==> config.mk <==
export PLATFORM = sky130hd
export DESIGN_NAME = illm_d1_arb_flat
export DESIGN_NICKNAME = d
export VERILOG_FILES = /design/src/rtl/illm_d1_arb_if.sv /design/src/rtl/illm_d1_arb.sv /design/src/flat_wrapper.sv
export SDC_FILE = /design/constraint.sdc
export NUM_CORES = 1
export LEC_CHECK = 0
export CAP_MARGIN = 20
export CORE_AREA = 2 2 305 307
export DETAILED_ROUTE_END_ITERATION = 16
export DIE_AREA = 0 0 307 309
export SLEW_MARGIN = 10
export SYNTH_ARGS = -nofsm -noshare
export SYNTH_HDL_FRONTEND = slang
export SYNTH_SLANG_ARGS = --single-unit
==> constraint.sdc <==
create_clock -name clock -period 2.9 [get_ports clock]
set_input_delay 0.58 -clock clock [delete_from_list [all_inputs] [get_ports clock]]
set_output_delay 0.58 -clock clock [all_outputs]
set_load 0.01 [all_outputs]
==> src/rtl/illm_d1_arb_if.sv <==
// Valid/back-pressure stream bundle used for every port group of illm_d1_arb.
// A transfer happens in a cycle with v=1 and b=0; e=1 marks an end-of-stream
// token whose d is don't-care.
interface illm_d1_arb_if;
    logic [127:0] d;
    logic         e;
    logic         v;
    logic         b;

    modport master (output d, output e, output v, input b);
    modport slave  (input d, input e, input v, output b);
endinterface

==> src/rtl/illm_d1_arb.sv <==
// illm_d1_arb: shares one 1-D IDCT between two requesters.
// Grants are issued as bursts of up to BURST vectors. A tag FIFO of depth
// TAGDEPTH remembers which requester owns each result in flight, and it steers
// the IDCT results back to q0/q1. An end-of-stream token from a requester
// retires it permanently. Its own eos is emitted on its q stream once all of
// its results have drained.
// Build option: define ILLM_D1_ARB_PRIO_EN to resolve IDLE ties to requester 0
// every time. Leave it undefined to alternate ties round-robin.
module illm_d1_arb #(
    parameter int BURST    = 8,
    parameter int TAGDEPTH = 4
) (
    input  logic          clock,
    input  logic          reset,
    illm_d1_arb_if.slave  r0,
    illm_d1_arb_if.slave  r1,
    illm_d1_arb_if.master x,
    illm_d1_arb_if.slave  y,
    illm_d1_arb_if.master q0,
    illm_d1_arb_if.master q1,
    output logic          err
);

    localparam int         PW        = $clog2(TAGDEPTH);
    localparam int         OW        = $clog2(TAGDEPTH + 1);
    localparam logic [3:0] LAST_BEAT = 4'(BURST - 1);

    typedef enum logic {ST_IDLE, ST_BURST} state_t;

    state_t         r_state;
    state_t         w_nextState;

    logic           r_owner;
    logic [3:0]     r_count;
    logic [1:0]     r_done;
    logic [1:0]     r_eosSent;
    logic [OW-1:0]  r_outst [2];
    logic           r_err;
    logic           r_tagMem [TAGDEPTH];
    logic [PW:0]    r_wrPtr;
    logic [PW:0]    r_rdPtr;

    logic [1:0]     w_reqV;
    logic [1:0]     w_reqE;
    logic [127:0]   w_reqD [2];
    logic [1:0]     w_elig;
    logic           w_tieGrant;
    logic           w_grant;
    logic           w_inBurst;
    logic           w_ownV;
    logic           w_ownE;
    logic [127:0]   w_ownD;
    logic           w_ownB;
    logic           w_tagEmpty;
    logic           w_tagFull;
    logic           w_headTag;
    logic           w_headB;
    logic           w_xFire;
    logic           w_eosTake;
    logic           w_lastBeat;
    logic           w_yRoute;
    logic           w_yFire;
    logic           w_yBad;
    logic [1:0]     w_qB;
    logic [1:0]     w_eosOut;
    logic [1:0]     w_eosFire;
    logic [1:0]     w_outInc;
    logic [1:0]     w_outDec;

    assign w_reqV    = {r1.v, r0.v};
    assign w_reqE    = {r1.e, r0.e};
    assign w_reqD[0] = r0.d;
    assign w_reqD[1] = r1.d;
    assign w_qB      = {q1.b, q0.b};

    // A retired requester can never win arbitration again.
    assign w_elig = w_reqV & ~r_done;

`ifdef ILLM_D1_ARB_PRIO_EN
    assign w_tieGrant = 1'b0;
`else
    assign w_tieGrant = ~r_owner;
`endif

    assign w_grant = (w_elig == 2'b11) ? w_tieGrant : w_elig[1];

    assign w_inBurst = (r_state == ST_BURST);
    assign w_ownV    = w_reqV[r_owner];
    assign w_ownE    = w_reqE[r_owner];
    assign w_ownD    = w_reqD[r_owner];

    // Full is taken from registered pointers, so a same-cycle pop cannot
    // open a slot for the issue side.
    assign w_tagEmpty = (r_wrPtr == r_rdPtr);
    assign w_tagFull  = (r_wrPtr[PW] != r_rdPtr[PW]) &&
                        (r_wrPtr[PW-1:0] == r_rdPtr[PW-1:0]);
    assign w_headTag  = r_tagMem[r_rdPtr[PW-1:0]];
    assign w_headB    = w_headTag ? q1.b : q0.b;

    // The owner's eos token is swallowed at once. Data waits on the IDCT and
    // on tag space.
    assign w_ownB     = w_ownE ? 1'b0 : (x.b | w_tagFull);
    assign w_xFire    = w_inBurst & w_ownV & ~w_ownE & ~w_tagFull & ~x.b;
    assign w_eosTake  = w_inBurst & w_ownV & w_ownE;
    assign w_lastBeat = w_xFire & (r_count == LAST_BEAT);

    // Results with no tag to route them, and eos tokens from the IDCT, are
    // accepted and dropped.
    assign w_yRoute = y.v & ~y.e & ~w_tagEmpty;
    assign w_yFire  = w_yRoute & ~w_headB;
    assign w_yBad   = y.v & (y.e | w_tagEmpty);

    assign w_eosOut[0] = r_done[0] & (r_outst[0] == '0) & ~r_eosSent[0];
    assign w_eosOut[1] = r_done[1] & (r_outst[1] == '0) & ~r_eosSent[1];
    assign w_eosFire   = w_eosOut & ~w_qB;

    assign w_outInc = {w_xFire & r_owner, w_xFire & ~r_owner};
    assign w_outDec = {w_yFire & w_headTag, w_yFire & ~w_headTag};

    assign err = r_err;

    // State register of the arbitration FSM.
    always_ff @(posedge clock or negedge reset) begin
        if (!reset) begin
            r_state <= ST_IDLE;
        end else begin
            r_state <= w_nextState;
        end
    end

    // Next state: leave IDLE on any eligible request; leave BURST on the last beat or on eos.
    always_comb begin
        w_nextState = r_state;
        case (r_state)
            ST_IDLE:  if (|w_elig) w_nextState = ST_BURST;
            ST_BURST: if (w_eosTake || w_lastBeat) w_nextState = ST_IDLE;
            default:  w_nextState = ST_IDLE;
        endcase
    end

    // Stream outputs: the owner goes to x during a burst, and results are steered by the FIFO head tag.
    always_comb begin
        x.d  = '0;
        x.v  = 1'b0;
        x.e  = 1'b0;
        r0.b = 1'b1;
        r1.b = 1'b1;
        if (w_inBurst) begin
            x.d = w_ownD;
            x.v = w_ownV & ~w_ownE & ~w_tagFull;
            if (r_owner) begin
                r1.b = w_ownB;
            end else begin
                r0.b = w_ownB;
            end
        end
        y.b  = w_yRoute ? w_headB : 1'b0;
        q0.v = w_eosOut[0] | (w_yRoute & ~w_headTag);
        q0.e = w_eosOut[0];
        q0.d = (w_yRoute & ~w_headTag) ? y.d : '0;
        q1.v = w_eosOut[1] | (w_yRoute & w_headTag);
        q1.e = w_eosOut[1];
        q1.d = (w_yRoute & w_headTag) ? y.d : '0;
    end

    // Datapath state: owner/count, retirement flags, tag FIFO, in-flight counters and sticky error.
    always_ff @(posedge clock or negedge reset) begin
        if (!reset) begin
            r_owner   <= 1'b1;
            r_count   <= '0;
            r_done    <= '0;
            r_eosSent <= '0;
            r_err     <= 1'b0;
            r_wrPtr   <= '0;
            r_rdPtr   <= '0;
            for (int i = 0; i < TAGDEPTH; i++) begin
                r_tagMem[i] <= 1'b0;
            end
            for (int i = 0; i < 2; i++) begin
                r_outst[i] <= '0;
            end
        end else begin
            if ((r_state == ST_IDLE) && (|w_elig)) begin
                r_owner <= w_grant;
                r_count <= '0;
            end else if (w_xFire) begin
                r_count <= r_count + 4'd1;
            end
            if (w_eosTake) begin
                r_done[r_owner] <= 1'b1;
            end
            r_eosSent <= r_eosSent | w_eosFire;
            if (w_yBad) begin
                r_err <= 1'b1;
            end
            if (w_xFire) begin
                r_tagMem[r_wrPtr[PW-1:0]] <= r_owner;
                r_wrPtr <= r_wrPtr + (PW+1)'(1);
            end
            if (w_yFire) begin
                r_rdPtr <= r_rdPtr + (PW+1)'(1);
            end
            for (int i = 0; i < 2; i++) begin
                if (w_outInc[i] && !w_outDec[i]) begin
                    r_outst[i] <= r_outst[i] + OW'(1);
                end else if (w_outDec[i] && !w_outInc[i]) begin
                    r_outst[i] <= r_outst[i] - OW'(1);
                end
            end
        end
    end

endmodule

==> src/flat_wrapper.sv <==
// flat-port wrapper written by rule: the top's interface ports become plain ports
module illm_d1_arb_flat 
#(
    parameter int BURST    = 8,
    parameter int TAGDEPTH = 4
)
  (clock, reset, err, r0_d, r0_e, r0_v, r0_b, r1_d, r1_e, r1_v, r1_b, x_d, x_e, x_v, x_b, y_d, y_e, y_v, y_b, q0_d, q0_e, q0_v, q0_b, q1_d, q1_e, q1_v, q1_b);
  illm_d1_arb_if r0_i ();
  illm_d1_arb_if r1_i ();
  illm_d1_arb_if x_i ();
  illm_d1_arb_if y_i ();
  illm_d1_arb_if q0_i ();
  illm_d1_arb_if q1_i ();
  input  logic clock;
  input  logic reset;
  output logic err;
  input wire logic [$bits(r0_i.d)-1:0] r0_d;
  input wire logic [$bits(r0_i.e)-1:0] r0_e;
  input wire logic [$bits(r0_i.v)-1:0] r0_v;
  output wire logic [$bits(r0_i.b)-1:0] r0_b;
  input wire logic [$bits(r1_i.d)-1:0] r1_d;
  input wire logic [$bits(r1_i.e)-1:0] r1_e;
  input wire logic [$bits(r1_i.v)-1:0] r1_v;
  output wire logic [$bits(r1_i.b)-1:0] r1_b;
  output wire logic [$bits(x_i.d)-1:0] x_d;
  output wire logic [$bits(x_i.e)-1:0] x_e;
  output wire logic [$bits(x_i.v)-1:0] x_v;
  input wire logic [$bits(x_i.b)-1:0] x_b;
  input wire logic [$bits(y_i.d)-1:0] y_d;
  input wire logic [$bits(y_i.e)-1:0] y_e;
  input wire logic [$bits(y_i.v)-1:0] y_v;
  output wire logic [$bits(y_i.b)-1:0] y_b;
  output wire logic [$bits(q0_i.d)-1:0] q0_d;
  output wire logic [$bits(q0_i.e)-1:0] q0_e;
  output wire logic [$bits(q0_i.v)-1:0] q0_v;
  input wire logic [$bits(q0_i.b)-1:0] q0_b;
  output wire logic [$bits(q1_i.d)-1:0] q1_d;
  output wire logic [$bits(q1_i.e)-1:0] q1_e;
  output wire logic [$bits(q1_i.v)-1:0] q1_v;
  input wire logic [$bits(q1_i.b)-1:0] q1_b;
  assign r0_i.d = r0_d;
  assign r0_i.e = r0_e;
  assign r0_i.v = r0_v;
  assign r0_b = r0_i.b;
  assign r1_i.d = r1_d;
  assign r1_i.e = r1_e;
  assign r1_i.v = r1_v;
  assign r1_b = r1_i.b;
  assign x_d = x_i.d;
  assign x_e = x_i.e;
  assign x_v = x_i.v;
  assign x_i.b = x_b;
  assign y_i.d = y_d;
  assign y_i.e = y_e;
  assign y_i.v = y_v;
  assign y_b = y_i.b;
  assign q0_d = q0_i.d;
  assign q0_e = q0_i.e;
  assign q0_v = q0_i.v;
  assign q0_i.b = q0_b;
  assign q1_d = q1_i.d;
  assign q1_e = q1_i.e;
  assign q1_v = q1_i.v;
  assign q1_i.b = q1_b;
  illm_d1_arb #(.BURST(BURST), .TAGDEPTH(TAGDEPTH)) u_core (.clock(clock), .reset(reset), .r0(r0_i), .r1(r1_i), .x(x_i), .y(y_i), .q0(q0_i), .q1(q1_i), .err(err));
endmodule
==> results of run 1 <==
cells in the mapped netlist (all sizes together):
| master | count | area share |
|---|---|---|
| nand3 | 10 | 0.0091 |
| nor2 | 3 | 0.0020 |
| and3 | 129 | 0.15 |
| xor2 | 5 | 0.0080 |
| mux2i | 132 | 0.24 |
| a41o | 1 | 0.0018 |
| o31ai | 1 | 0.0014 |
| and2b | 1 | 0.0014 |
| inv | 7 | 0.0048 |
| a31oi | 2 | 0.0023 |
| ha | 8 | 0.018 |
| dfrtp | 26 | 0.12 |
| and2 | 132 | 0.15 |
| conb | 1 | 0.00068 |
| o211ai | 2 | 0.0027 |
| mux2 | 7 | 0.014 |
| nor2b | 131 | 0.15 |
| xnor2 | 9 | 0.014 |
| a21o | 1 | 0.0014 |
| o21ai | 4 | 0.0036 |
| nand3b | 1 | 0.0014 |
| or2 | 1 | 0.0011 |
| nor4 | 2 | 0.0023 |
| o21bai | 3 | 0.0041 |
| nand4 | 1 | 0.0011 |
| buf | 18 | 0.017 |
| a311oi | 1 | 0.0048 |
| mux4 | 1 | 0.0041 |
| or3b | 1 | 0.0016 |
| fa | 2 | 0.0073 |
| dfstp | 1 | 0.0048 |
| a21boi | 1 | 0.0020 |
| nand2 | 9 | 0.0061 |
| a32oi | 1 | 0.0016 |
| clkbuf | 58 | 0.042 |
| a31o | 1 | 0.0016 |
| nand2b | 6 | 0.0068 |
state kept, by name, indices dropped and copies added (netlist names):
signal,flops
u_core.r_count,4
u_core.r_tagMem,4
u_core.r_wrPtr,3
u_core.r_state,1
u_core.r_owner,1
u_core.r_rdPtr,3
u_core.r_eosSent,2
u_core.err,1
u_core.r_done,2
u_core.r_outst,6
metal layers:
metal | up-vias | part of all wire
met5 | - | 0.0034
li1 | 4124 | -
met2 | 597 | 0.50
met3 | 132 | 0.093
met4 | 38 | 0.027
met1 | 4194 | 0.38
cells by family (layout without fill, tap and decap cells):
kind of cell | after synthesis | count (layout) | synth area share
and+or+nand+nor | 427 | 427 | 0.479
muxes | 140 | 140 | 0.259
buffers and inverters | 83 | 928 | 0.0635
DFF | 27 | 27 | 0.123
AOI/OAI and AO/OA | 18 | 18 | 0.0273
xor gates and xnor gates | 14 | 14 | 0.0223
adders and majority gates | 10 | 10 | 0.0255
other | 1 | 8 | 0.000682
cell type report:
cell class                      instances  area share
Antenna cell                            7     0.00104
Tap cell                             1186      0.0878
Clock inverter                          1    0.000444
Multi-Input combinational cell        610       0.292
Inverter                                7     0.00156
Clock buffer                            3     0.00444
Timing Repair Buffer                  917       0.572
Sequential cell                        27      0.0405
repair_timing:
item                       4_1_cts  5_1_grt
setup endpoints to repair      273      299
cloned                          10       15
resized for setup              692      428
buffers inserted                25       23
pin swaps                        2       26
through the flow:
stage	hold WS (ps)	utilization	total power, mW
2_1_floorplan	284	-	4.35
4_1_cts	478	0.175	10.4
3_5_place_dp	463	0.169	9.54
3_3_place_gp	460	0.169	9.51
6_report	470	0.185	11.6
5_1_grt	494	0.185	12.2
worst min path at each step:
| stage | startpoint | to | cells after the start |
|---|---|---|---|
| floorplan | reset | u_core.err$_DFFE_PN0P_ | 0 |
| global placement | u_core.r_outst[5]$_DFFE_PN0P_ | u_core.r_outst[5]$_DFFE_PN0P_ | 1 |
| detailed placement | u_core.r_outst[5]$_DFFE_PN0P_ | u_core.r_outst[5]$_DFFE_PN0P_ | 1 |
| CTS | u_core.r_outst[5]$_DFFE_PN0P_ | u_core.r_outst[5]$_DFFE_PN0P_ | 1 |
| global route | u_core.r_outst[5]$_DFFE_PN0P_ | u_core.r_outst[5]$_DFFE_PN0P_ | 1 |
| finish | u_core.r_outst[5]$_DFFE_PN0P_ | u_core.r_outst[5]$_DFFE_PN0P_ | 1 |
report_power, final:
part           leakage (nW)  switching, mW  total [mW]  internal [mW]
Clock                0.0372          0.144       0.332          0.188
Combinational          7.39           4.67        10.4           5.76
Sequential            0.319          0.255       0.801          0.546
Total                  7.75           5.07        11.6           6.49
==> impl_metrics.yaml, run 1 <==
final_layout:
  fin_area_mm2: 0.0169
  fillers: 10355
  seqCellArea_um2: 684
  multi_input_area_mm2: 0.00493
  final-instance-count-excl-fill: 2758
  nets: 1971
  layout_common_cells: "500 x clkdlybuf4s50_1, 130 x mux2i_1, 130 x nor2b_1, 130 x buf_6, 102 x and3_1"
  syn_to_final_growth_pct: 207
  drive_gt1_frac: 0.328
  final_common_cell: "clkdlybuf4s50_1"
sta:
  period_minus_slack_ps: 3050
  timing.final.ws_setup_ps: -154
  max_freq_mhz: 327
  rsz0062_at_grt: "yes"
  hold_viol: 0
  final.setup.tns_ps: -7800
  maxSlewViolCount: 0
  clock_skew_ps: 8.94
  setup_viol: 154
  final.period_utilization: 1.05
route:
  ant_nets: 0
  firstDrtPassIters: 5
  drt_iter0_drc: 527
  wl_per_cell_um: 26.1
  route.detailed.drc: 0
  viasPerCell: 3.29
  routed_wirelength_um: 72000
  dr_total_vias: 9085
critical_path:
  worstSetupPathType: "reg -> out"
  crit_path_end_kind: "output pin"
  worstPathArrival_ps: 2470
  crit_end: "q0_d[57]"
  cp.depth: 9
  crit_slowest_cell: "mux4_4"
  r2r_slack_ps: -10
  cp.buffers_inverters: 6
  reg2reg_from: "u_core.r_rdPtr[0]$_DFFE_PN0N_"
  critPathMostFrequentCell: "buf_6"
  critPathLaunchType: "flop"
  slowest_delay_ps: 730
  critPathTopFamily: "multiplexers"
  crit_start: "u_core.r_rdPtr[0]$_DFFE_PN0N_"
  path_cells: "mux4_4, and2b_4, buf_8, buf_6, buf_8, buf_6, buf_6, and2_4, buf_6"
  critPathRequiredTime_ps: 2320
  path_max_fanout: 6
  rr_worst_depth: 12
  rr_endpoint: "u_core.r_outst[2]$_DFFE_PN0P_"
status:
  outcome: "complete, but fails checks"
  violations: "negative setup slack"
hold_path:
  holdCritPathClass: "reg -> reg"
synth:
  seq_area_frac_synth: 0.123
  syn-num-nets: 1125
  yosysWarningCount: 0
  ys_seq_elements: 27
  synth_area_per_cell_um2: 7.64
  synth_area_mm2: 0.00550
  syn_inst: 720
  synth_cell_types: 41
global_route:
  grt.overflow.total: 0
  grt_max_degree: 86
  antenna_found_initial: 41
  grt_pass1_wl_um: 86000
  use_met1: 0.155
  use_met3: 0.0491
  grtUsageTotal: 0.137
  met2_usage: 0.249
  grt_pass1_vias: 8440
  grt-busiest-layer: "met2"
placed_design:
  io_buffer_count: 787
  dpl_cell_area_mm2: 0.0154
  place_congestion: 0.900
  dp_slack_ps: -527
  dp_hpwl_um: 62300
  post-place-cells: 2681
floorplan:
  num_rows: 111
  die_width_um: 307
  start_util: 0.0602
  die_area_mm2: 0.0949
  core_mm2: 0.0914
  chipHeight_um: 309
  pin_count: 789
clocking:
  clock_path_buffers: 2
  clock_sinks: 27
  cts-buffers-inserted: 3
  clock-root-buffer: "clkbuf_16"
  hold_buffers: 0
  tritoncts: "built"
  insertion_delay_ps: 270
  path_clk_slew_ps: 80
  htree_levels: 1
power_and_ir_drop:
  peakVddDrop_mv: 0.257
  power.density_mw_per_mm2: 684
  power_leakage_nw: 7.75
job:
  drv_cap: 0
Note: power is estimated with default switching activity, not from simulation.
==> inputs of run 2 (changes only) <==
--- a/config.mk
+++ b/config.mk
@@ -7,6 +7,7 @@
 export LEC_CHECK = 0
 export CAP_MARGIN = 20
 export CORE_AREA = 2 2 305 307
+export CTS_CLUSTER_DIAMETER = 200
 export DETAILED_ROUTE_END_ITERATION = 16
 export DIE_AREA = 0 0 307 309
 export SLEW_MARGIN = 10
==> results of run 2 <==
Final layout, timing and power as in run 1 (identical DEF).
==> inputs of run 3 (changes only) <==
--- a/config.mk
+++ b/config.mk
@@ -8,6 +8,7 @@
 export CAP_MARGIN = 20
 export CORE_AREA = 2 2 305 307
 export CTS_CLUSTER_DIAMETER = 200
+export CTS_CLUSTER_SIZE = 40
 export DETAILED_ROUTE_END_ITERATION = 16
 export DIE_AREA = 0 0 307 309
 export SLEW_MARGIN = 10
==> results of run 3 <==
Final layout, timing and power as in run 1 (identical DEF).
